<file path="src/rtl/link_bist.sv">
// Link self-test: a four-phase handshake pattern sender plus a receiver that checks
// the incoming words against its own copy of the pattern and reports pass/fail.
module link_bist #(
    parameter int DATA_W     = 32,
    parameter int SEND_COUNT = 100,
    parameter int PATTERN    = 0,
    parameter int TIMEOUT    = 1024
) (
    input  logic              clk,
    input  logic              rst,
    input  logic              en,
    output logic [DATA_W-1:0] do_tx,
    output logic              o_req_tx,
    output logic              o_sdone_tx,
    input  logic              i_ack_tx,
    input  logic              i_rdy_tx,
    input  logic [DATA_W-1:0] di_rx,
    input  logic              i_req_rx,
    input  logic              i_sdone_rx,
    output logic              o_ack_rx,
    output logic              o_rdy_rx,
    output logic              led,
    output logic              fail,
    output logic [15:0]       err_cnt,
    output logic [15:0]       rx_cnt
);

    localparam int TW = $clog2(TIMEOUT + 1);

    localparam logic [2:0] IDLE     = 3'd0;
    localparam logic [2:0] WAIT_RDY = 3'd1;
    localparam logic [2:0] REQ      = 3'd2;
    localparam logic [2:0] REL      = 3'd3;
    localparam logic [2:0] DONE     = 3'd4;

    localparam logic [1:0] RIDLE = 2'd0;
    localparam logic [1:0] RACK  = 2'd1;
    localparam logic [1:0] REND  = 2'd2;

    function automatic logic [DATA_W-1:0] pat_seed();
        if (PATTERN == 0) return '1;
        else if (PATTERN == 1) return '0;
        else return DATA_W'(1);
    endfunction

    function automatic logic [DATA_W-1:0] pat_next(input logic [DATA_W-1:0] p);
        if (PATTERN == 0) return p - DATA_W'(1);
        else if (PATTERN == 1) return p + DATA_W'(1);
        else return {p[DATA_W-2:0], p[DATA_W-1]};
    endfunction

    function automatic logic [15:0] sat_inc(input logic [15:0] v);
        return (v == 16'hFFFF) ? v : v + 16'd1;
    endfunction

    logic [4:0]        sync_p0, sync_p1;
    logic              en_p2;
    logic              ack_s, rdy_s, req_s, sdone_s, en_s, en_rise;
    logic [2:0]        tx_state, tx_nxt;
    logic [DATA_W-1:0] tx_pat;
    logic [15:0]       tx_sent;
    logic [TW-1:0]     tx_wait;
    logic              tx_load, tx_adv, tx_to;
    logic [1:0]        rx_state, rx_nxt;
    logic [DATA_W-1:0] rx_pat;
    logic [TW-1:0]     rx_wait;
    logic              cap, rx_to, to_any, rend_entry;

    // Synchronizer stages for every handshake/control input
    always_ff @(posedge clk) begin
        if (!rst) begin
            sync_p0 <= '0;
            sync_p1 <= '0;
            en_p2   <= 1'b0;
        end else begin
            sync_p0 <= {en, i_sdone_rx, i_req_rx, i_rdy_tx, i_ack_tx};
            sync_p1 <= sync_p0;
            en_p2   <= sync_p1[4];
        end
    end

    assign {en_s, sdone_s, req_s, rdy_s, ack_s} = sync_p1;
    assign en_rise = en_s & ~en_p2;

    assign tx_to = ((tx_state == WAIT_RDY) || (tx_state == REQ) || (tx_state == REL)) &&
                   (tx_wait == TW'(TIMEOUT - 1));
    assign rx_to  = (rx_state == RACK) && (rx_wait == TW'(TIMEOUT - 1));
    assign to_any = tx_to | rx_to;

    always_comb begin
        tx_nxt  = tx_state;
        tx_load = 1'b0;
        tx_adv  = 1'b0;
        case (tx_state)
            IDLE:     if (en_rise) tx_nxt = WAIT_RDY;
            WAIT_RDY: if (rdy_s) begin
                          tx_nxt  = REQ;
                          tx_load = 1'b1;
                      end
            REQ:      if (ack_s) tx_nxt = REL;
            REL:      if (!ack_s) begin
                          tx_adv = 1'b1;
                          tx_nxt = (tx_sent == 16'(SEND_COUNT - 1)) ? DONE : WAIT_RDY;
                      end
            DONE:     tx_nxt = DONE;
            default:  tx_nxt = IDLE;
        endcase
        // A low enable aborts the sender from any state
        if (!en_s || to_any) begin
            tx_nxt  = IDLE;
            tx_load = 1'b0;
            tx_adv  = 1'b0;
        end
    end

    always_ff @(posedge clk) begin
        if (!rst) begin
            tx_state <= IDLE;
            tx_wait  <= '0;
            tx_pat   <= pat_seed();
            tx_sent  <= '0;
            do_tx    <= '0;
        end else begin
            tx_state <= tx_nxt;
            tx_wait  <= (tx_nxt != tx_state) ? '0 : tx_wait + TW'(1);
            if (en_rise) begin
                tx_pat  <= pat_seed();
                tx_sent <= '0;
            end else if (tx_adv) begin
                tx_pat  <= pat_next(tx_pat);
                tx_sent <= tx_sent + 16'd1;
            end
            if (tx_load) do_tx <= tx_pat;
        end
    end

    always_comb begin
        rx_nxt = rx_state;
        cap    = 1'b0;
        case (rx_state)
            RIDLE:   if (req_s) begin
                         rx_nxt = RACK;
                         cap    = 1'b1;
                     end
            RACK:    if (!req_s) rx_nxt = RIDLE;
            REND:    if (en_rise) rx_nxt = RIDLE;
            default: rx_nxt = RIDLE;
        endcase
        // Send-done wins over everything; a timeout still lets a same-cycle capture count
        if (sdone_s) begin
            rx_nxt = REND;
            cap    = 1'b0;
        end else if (to_any) begin
            rx_nxt = RIDLE;
        end
    end

    assign rend_entry = (rx_nxt == REND) && (rx_state != REND);

    always_ff @(posedge clk) begin
        if (!rst) begin
            rx_state <= RIDLE;
            rx_wait  <= '0;
            rx_pat   <= pat_seed();
            err_cnt  <= '0;
            rx_cnt   <= '0;
            led      <= 1'b0;
            fail     <= 1'b0;
        end else begin
            rx_state <= rx_nxt;
            rx_wait  <= (rx_nxt != rx_state) ? '0 : rx_wait + TW'(1);
            if (en_rise) begin
                rx_pat  <= pat_seed();
                err_cnt <= '0;
                rx_cnt  <= '0;
                led     <= 1'b0;
                fail    <= 1'b0;
            end else begin
                if (cap) begin
                    rx_pat <= pat_next(rx_pat);
                    rx_cnt <= sat_inc(rx_cnt);
                    if (di_rx != rx_pat) err_cnt <= sat_inc(err_cnt);
                end
                if (to_any) begin
                    fail <= 1'b1;
                    led  <= 1'b0;
                end else if (rend_entry) begin
                    if (err_cnt == 16'd0 && rx_cnt == 16'(SEND_COUNT) && !fail) led <= 1'b1;
                    else begin
                        fail <= 1'b1;
                        led  <= 1'b0;
                    end
                end
            end
        end
    end

    assign o_req_tx   = (tx_state == REQ);
    assign o_sdone_tx = (tx_state == DONE);
    assign o_ack_rx   = (rx_state == RACK);
    assign o_rdy_rx   = (rx_state == RIDLE);

endmodule

</file>
<file path="config.mk">
export PLATFORM = sky130hd
export DESIGN_NAME = link_bist
export DESIGN_NICKNAME = d
export VERILOG_FILES = /design/src/rtl/link_bist.sv
export SDC_FILE = /design/constraint.sdc
export NUM_CORES = 1
export LEC_CHECK = 0
export ABC_AREA = 1
export CAP_MARGIN = 0
export CORE_MARGIN = 2
export CORE_UTILIZATION = 55
export DETAILED_ROUTE_END_ITERATION = 10
export PLACE_DENSITY_LB_ADDON = 0.08
export SYNTH_ARGS = -nofsm -noshare
export SYNTH_HDL_FRONTEND = slang
export SYNTH_SLANG_ARGS = --single-unit
export TNS_END_PERCENT = 20
</file>
<file path="constraint.sdc">
create_clock -name clk -period 2.1 [get_ports clk]
set_input_delay 0.42 -clock clk [delete_from_list [all_inputs] [get_ports clk]]
set_output_delay 0.42 -clock clk [all_outputs]
set_load 0.01 [all_outputs]
</file>
# ---- Word level (Yosys, flattened, before mapping)
# Cells that the tools add are included.
dict set report totals {
  out_inout_bits 70
  reg_bits 184
}
dict set report classes {
  bitwise_logic 6
  reduce_logical 21
  n_mux 26
  n_addsub 7
  n_eq_ne 18
}
# cell n
set ops {}
lappend ops {{$sub 32x1->32 const B} 2}
lappend ops {{$add 16x1->16 const B} 3}
lappend ops {{$eq 16x16->1 const B} 2}
lappend ops {{$eq 16x7->1 const B} 2}
lappend ops {{$ne 32x32->1} 1}
lappend ops {{$add 11x1->11 const B} 2}
lappend ops {{$eq 11x10->1 const B} 2}
lappend ops {{$mux 3} 6}
lappend ops {{$logic_not 16->1} 1}
lappend ops {{$pmux 3 s5} 1}
lappend ops {{$mux 1} 13}
lappend ops {{$mux 2} 5}
lappend ops {{$eq 3x2->1 const B} 2}
lappend ops {{$pmux 2 s3} 1}
lappend ops {{$reduce_or 2->1} 3}
lappend ops {{$logic_and 1x1->1} 5}
lappend ops {{$eq 2x2->1 const B} 2}
lappend ops {{$ne 2x2->1 const B} 2}
lappend ops {{$not 1->1} 4}
lappend ops {{$reduce_and 2->1} 2}
lappend ops {{$eq 3x1->1 const B} 1}
lappend ops {{$eq 3x3->1 const B} 1}
lappend ops {{$logic_not 3->1} 1}
lappend ops {{$logic_or 1x1->1} 3}
lappend ops {{other kinds (10)} 11}

# ---- Depth between registers and ports, before layout
dict set report depth {
  depth_word 11
  mapped_depth 13
}

# ---- Least setup slack after synthesis
# Ideal clock, no wire load.
dict set report synth_timing {
  path_type {reg-to-reg}
  from {reg tx_wait[0]}
  to {reg rx_wait[5]}
  required_time_ns 1.983
  path_stages_with_launch 14
  setup_ns 0.117
  arrival_time_ns 1.559
  path_slack_ns 0.425
  cell_sequence {dfxtp_1 -> ha_1 -> nand2_1 -> nor2_2 -> nand2_1 -> nor2_2 -> nand3b_1 -> nand2_1 -> inv_1 -> nand3_1 -> nand2_1 -> nand3b_4 -> buf_6 -> nor2_2}
}
dict set report synth_via {
  elab_chain_cells 7
}
# element line_no
set synth_rtl {}
lappend synth_rtl {{from (decl)} 62} ;# logic [TW-1:0] tx_wait;
lappend synth_rtl {{from (signal assigned)} 125} ;# tx_wait <= (tx_nxt != tx_state) ? '0 : tx_wait + TW'(1);
lappend synth_rtl {{$eq 11x10->1} 86} ;# (tx_wait == TW'(TIMEOUT - 1));
lappend synth_rtl {{$logic_and 1x1->1} 85} ;# assign tx_to = ((tx_state == WAIT_RDY) || (tx_state == REQ) || (tx_state == REL)) &&
lappend synth_rtl {{$or 1x1->1} 88} ;# assign to_any = tx_to | rx_to;
lappend synth_rtl {{$mux 2} 153} ;# end else if (to_any) begin
lappend synth_rtl {{$mux 2} 150} ;# if (sdone_s) begin
lappend synth_rtl {{$ne 2x2->1} 171} ;# rx_wait <= (rx_nxt != rx_state) ? '0 : rx_wait + TW'(1);
lappend synth_rtl {{$reduce_or 2->1 (no source line)} n/a}
lappend synth_rtl {{to (signal assigned)} 171}
lappend synth_rtl {{to (decl)} 66} ;# logic [TW-1:0] rx_wait;
# Every way passes these cells.
# A chain may end at the register's enable or synchronous reset.

# ---- Worst setup path after layout
dict set report layout_timing {
  from {reg rx_state[0]}
  to {out o_ack_rx}
}
dict set report layout_via {
  elab_chain_cells 1
}
# element line_no
set layout_rtl {}
lappend layout_rtl {{from (decl)} 64} ;# logic [1:0] rx_state, rx_nxt;
lappend layout_rtl {{from (signal assigned)} 170} ;# rx_state <= rx_nxt;
lappend layout_rtl {{$eq 2x1->1} 200} ;# assign o_ack_rx = (rx_state == RACK);
lappend layout_rtl {{to (decl)} 20} ;# output logic o_ack_rx,
# Every way passes these cells.

==> results.py <==
metrics = {
    "logic_synthesis": {
        "synth-simple-area-share_pct": 34.02,
        "yosysWarnings": 0,
        "synthMuxAreaShare_pct": 0,
        "synth_edf_count": 0,
        "dominantRegCellSynth": "dfxtp_1",
        "synthAdderAreaFrac_pct": 1.175,
        "ys_seq_elements": 184,
        "ys_types": 41,
        "syn-instance-count": 1348,
        "yosys.area.top_type": "dfxtp_1",
        "syn-cell-area_um2": 9584,
        "synth_compound_area_share_pct": 9.569,
        "synth_top_area_share_pct": 38.43,
        "synthXorXnorAreaFrac_pct": 8.499,
        "synthArstFlopShare_pct": 0,
        "synth_area_per_cell_um2": 7.110,
        "synth_nets": 1396,
        "yosysMostFrequentCell": "nand2_1",
        "synthTopCellsByArea": "dfxtp_1, nand2_1, nor2_1",
        "yosys-top-cells-count": "nand2_1, nor2_1, dfxtp_1",
        "synth_top_family_by_area": "simple AND/OR/NAND/NOR gates",
        "synth.yosys.seq_area_share_pct": 38.43,
    },
    "setup_path": {
        "r2r-start": "tx_wait[0]",
        "worst_setup_path_end_kind": "output pin",
        "worst-path-max-fanout": 5,
        "cp-startpoint": "rx_state[0]",
        "critPathArrivalTime_ns": 1.63,
        "slowest_delay_ns": 0.57,
        "start_kind": "flip-flop",
        "worstPathCellList": "inv_1, nor2_2, clkdlybuf4s50_1",
        "crit_type": "reg -> out",
        "crit_path_top_delay_cell": "clkdlybuf4s50_1",
        "critPathRequiredTime_ns": 1.68,
    },
    "grt": {
        "grt_pass1_vias": 8513,
        "grt_antenna_before_repair": 0,
        "busiest_layer": "met2",
        "grt_use_total_pct": 26.09,
        "use_met2_pct": 45.20,
        "overflow": 0,
        "grtUsageMet3_pct": 3.654,
        "grt_pass1_wl_um": 39370,
        "use_met1_pct": 33.39,
        "grt_max_degree": 30,
    },
    "clock_network": {
        "path_clk_slew_ns": 0.06,
        "cts_tree": "done",
        "cts_max_path_buffers": 2,
        "htreeDepth": 4,
        "clock_latency_ns": 0.43,
        "cts-root-buf": "clkbuf_16",
        "clock_sinks": 184,
        "cts_made_buffers": 17,
    },
    "timing": {
        "rsz0062_at_grt": "no",
        "fmax_mhz": 488.5,
        "finalHoldViolations": 0,
        "fin_skew_ns": 0.009222,
        "period_needed_ns": 2.047,
        "slew_violations": 0,
        "slew_headroom_pct": 68.45,
        "finalSetupViolations": 0,
        "worstMarginPinSlew_ns": 0.4732,
        "finalCritPeriodShare_pct": 97.48,
    },
    "final_layout": {
        "final_cells": 1719,
        "postLayoutCoreUtil_pct": 68.45,
        "area_growth_pct": 22.68,
        "antennaDiodeCount": 0,
        "fin_nets": 1529,
        "drive_gt1_share_pct": 10.04,
    },
    "power_and_ir_drop": {
        "total_leakage_power_uw": 0.004503,
        "total_power_uw": 7277,
        "power_density_nw_per_um2": 618.9,
        "ir_drop_uv": 636.3,
    },
    "placement": {
        "io_buffers": 108,
        "dpl.hpwl_um": 17090,
        "dp_cells": 1680,
        "gp_congestion": 0.9016,
    },
    "route": {
        "wl_per_cell_um": 13.97,
        "dr.first_iter.drc_count": 611,
        "viasPerCell": 5.253,
        "drt_wl_total_um": 24020,
        "antenna_left": 0,
        "drc_errors": 0,
        "drt_first_pass_iters": 5,
        "vias": 9030,
    },
    "floorplan": {
        "die_h_um": 136.0,
        "dieArea_um2": 18500,
        "die_w_um": 136.0,
        "rows": 48,
        "pin_count": 109,
        "coreArea_um2": 17180,
        "start_util_pct": 55.80,
    },
    "worst_hold_path": {
        "hp-start": "sync_p0[2]",
        "hp-class": "reg -> reg",
    },
    "job": {
        "cap_violations": 0,
    },
    "run_status": {
        "status": "completed",
    },
}
-- worst max-delay path: cells and delay by family, from the launching register on --
kind	cells	cell delay, ns
AND/OR/NAND/NOR	1	0.16
buffers and inverters	2	0.64
flip-flops	1	0.41
-- cell families after synthesis --
kind of cell,after synthesis
and+or+nand+nor,709
buffers and inverters,184
DFF,184
AOI/OAI and AO/OA,169
xor gates and xnor gates,93
adders and majority gates,9
-- metal layers --
layer  vias to the layer above  wire [um]
met5                         -          0
met4                         0        403
met3                        36       1070
met2                       230      11480
met1                      4117      11070
li1                       4647          -
-- cell type report --
cell class,count,area [um2]
Sequential cell,184,3689
Fill cell,1506,5419
Multi-Input combinational cell,983,5159
Timing Repair Buffer,153,1479
Tap cell,225,281.5
Clock inverter,11,146.4
Clock buffer,21,470.5
Inverter,142,533.0
-- path summary, 6_finish.rpt --
path | end | slack (ns) | cells past startpoint
worst min register to register | sync_p1[2] | 0.41 | 2
worst max register to register | rx_wait[10] | 0.16 | 13
worst max-delay path | o_ack_rx | 0.05 | 3
worst min-delay path | sync_p1[2] | 0.41 | 2
-- cell usage in the layout, fill, tap and decap left out, types with 4 or more instances in the layout --
master / synthesis / routed
nand2_1: 257 / 257
nor2_1: 191 / 189
dfxtp_1: 184 / 182
inv_1: 139 / 138
nand3_1: 111 / 111
clkdlybuf4s50_1: 0 / 106
o21ai_0: 74 / 74
a21oi_1: 71 / 71
xor2_1: 47 / 47
xnor2_1: 46 / 46
nor3_1: 43 / 43
buf_4: 6 / 40
nand4_1: 31 / 31
nor2_2: 29 / 28
clkbuf_16: 0 / 17
o211ai_1: 15 / 15
nor3_2: 14 / 14
ha_1: 9 / 9
nor2_4: 1 / 7
nand2_2: 7 / 7
nor4_1: 7 / 7
nand3b_1: 5 / 5
buf_12: 0 / 5
inv_2: 3 / 4
-- per-stage QoR --
stage / setup TNS [ns] / hold slack, ns / setup slack, ns / area [um2]
after global placement: -0.06808 / 0.3935 / -0.009898 / 11060
final: 0 / 0.4140 / 0.05284 / 11760
after floorplan: 0 / 0.3905 / 0.4246 / 9584
after global routing: 0 / 0.4303 / 0.003016 / 11760
after detailed placement: -2.141 / 0.3994 / -0.1453 / 11060
after CTS: -0.04350 / 0.4151 / -0.03869 / 11710
-- report_power, final --
part	total (uW)	internal, uW	switching (uW)
Clock	3330	1970	1360
Combinational	392	183	209
Sequential	3550	3520	31.7
Total	7280	5670	1600
-- sequential cells by signal, summed over array words and instances (netlist names) --
register,count
led,1
sync_p1,5
err_cnt,16
en_p2,1
tx_state,3
fail,1
do_tx,32
tx_pat,32
tx_wait,11
rx_state,2
rx_wait,11
rx_cnt,16
tx_sent,16
rx_pat,32
sync_p0,5
-- repair_timing --
action | CTS | global route
pin swaps | 2 | 3
gates cloned | 1 | 2
buffers inserted | 2 | 2
hold buffers | 0 | 0
setup endpoints to repair | 27 | 32
resized for setup | 8 | 2
No activity file was read; power rests on OpenSTA's default activity.
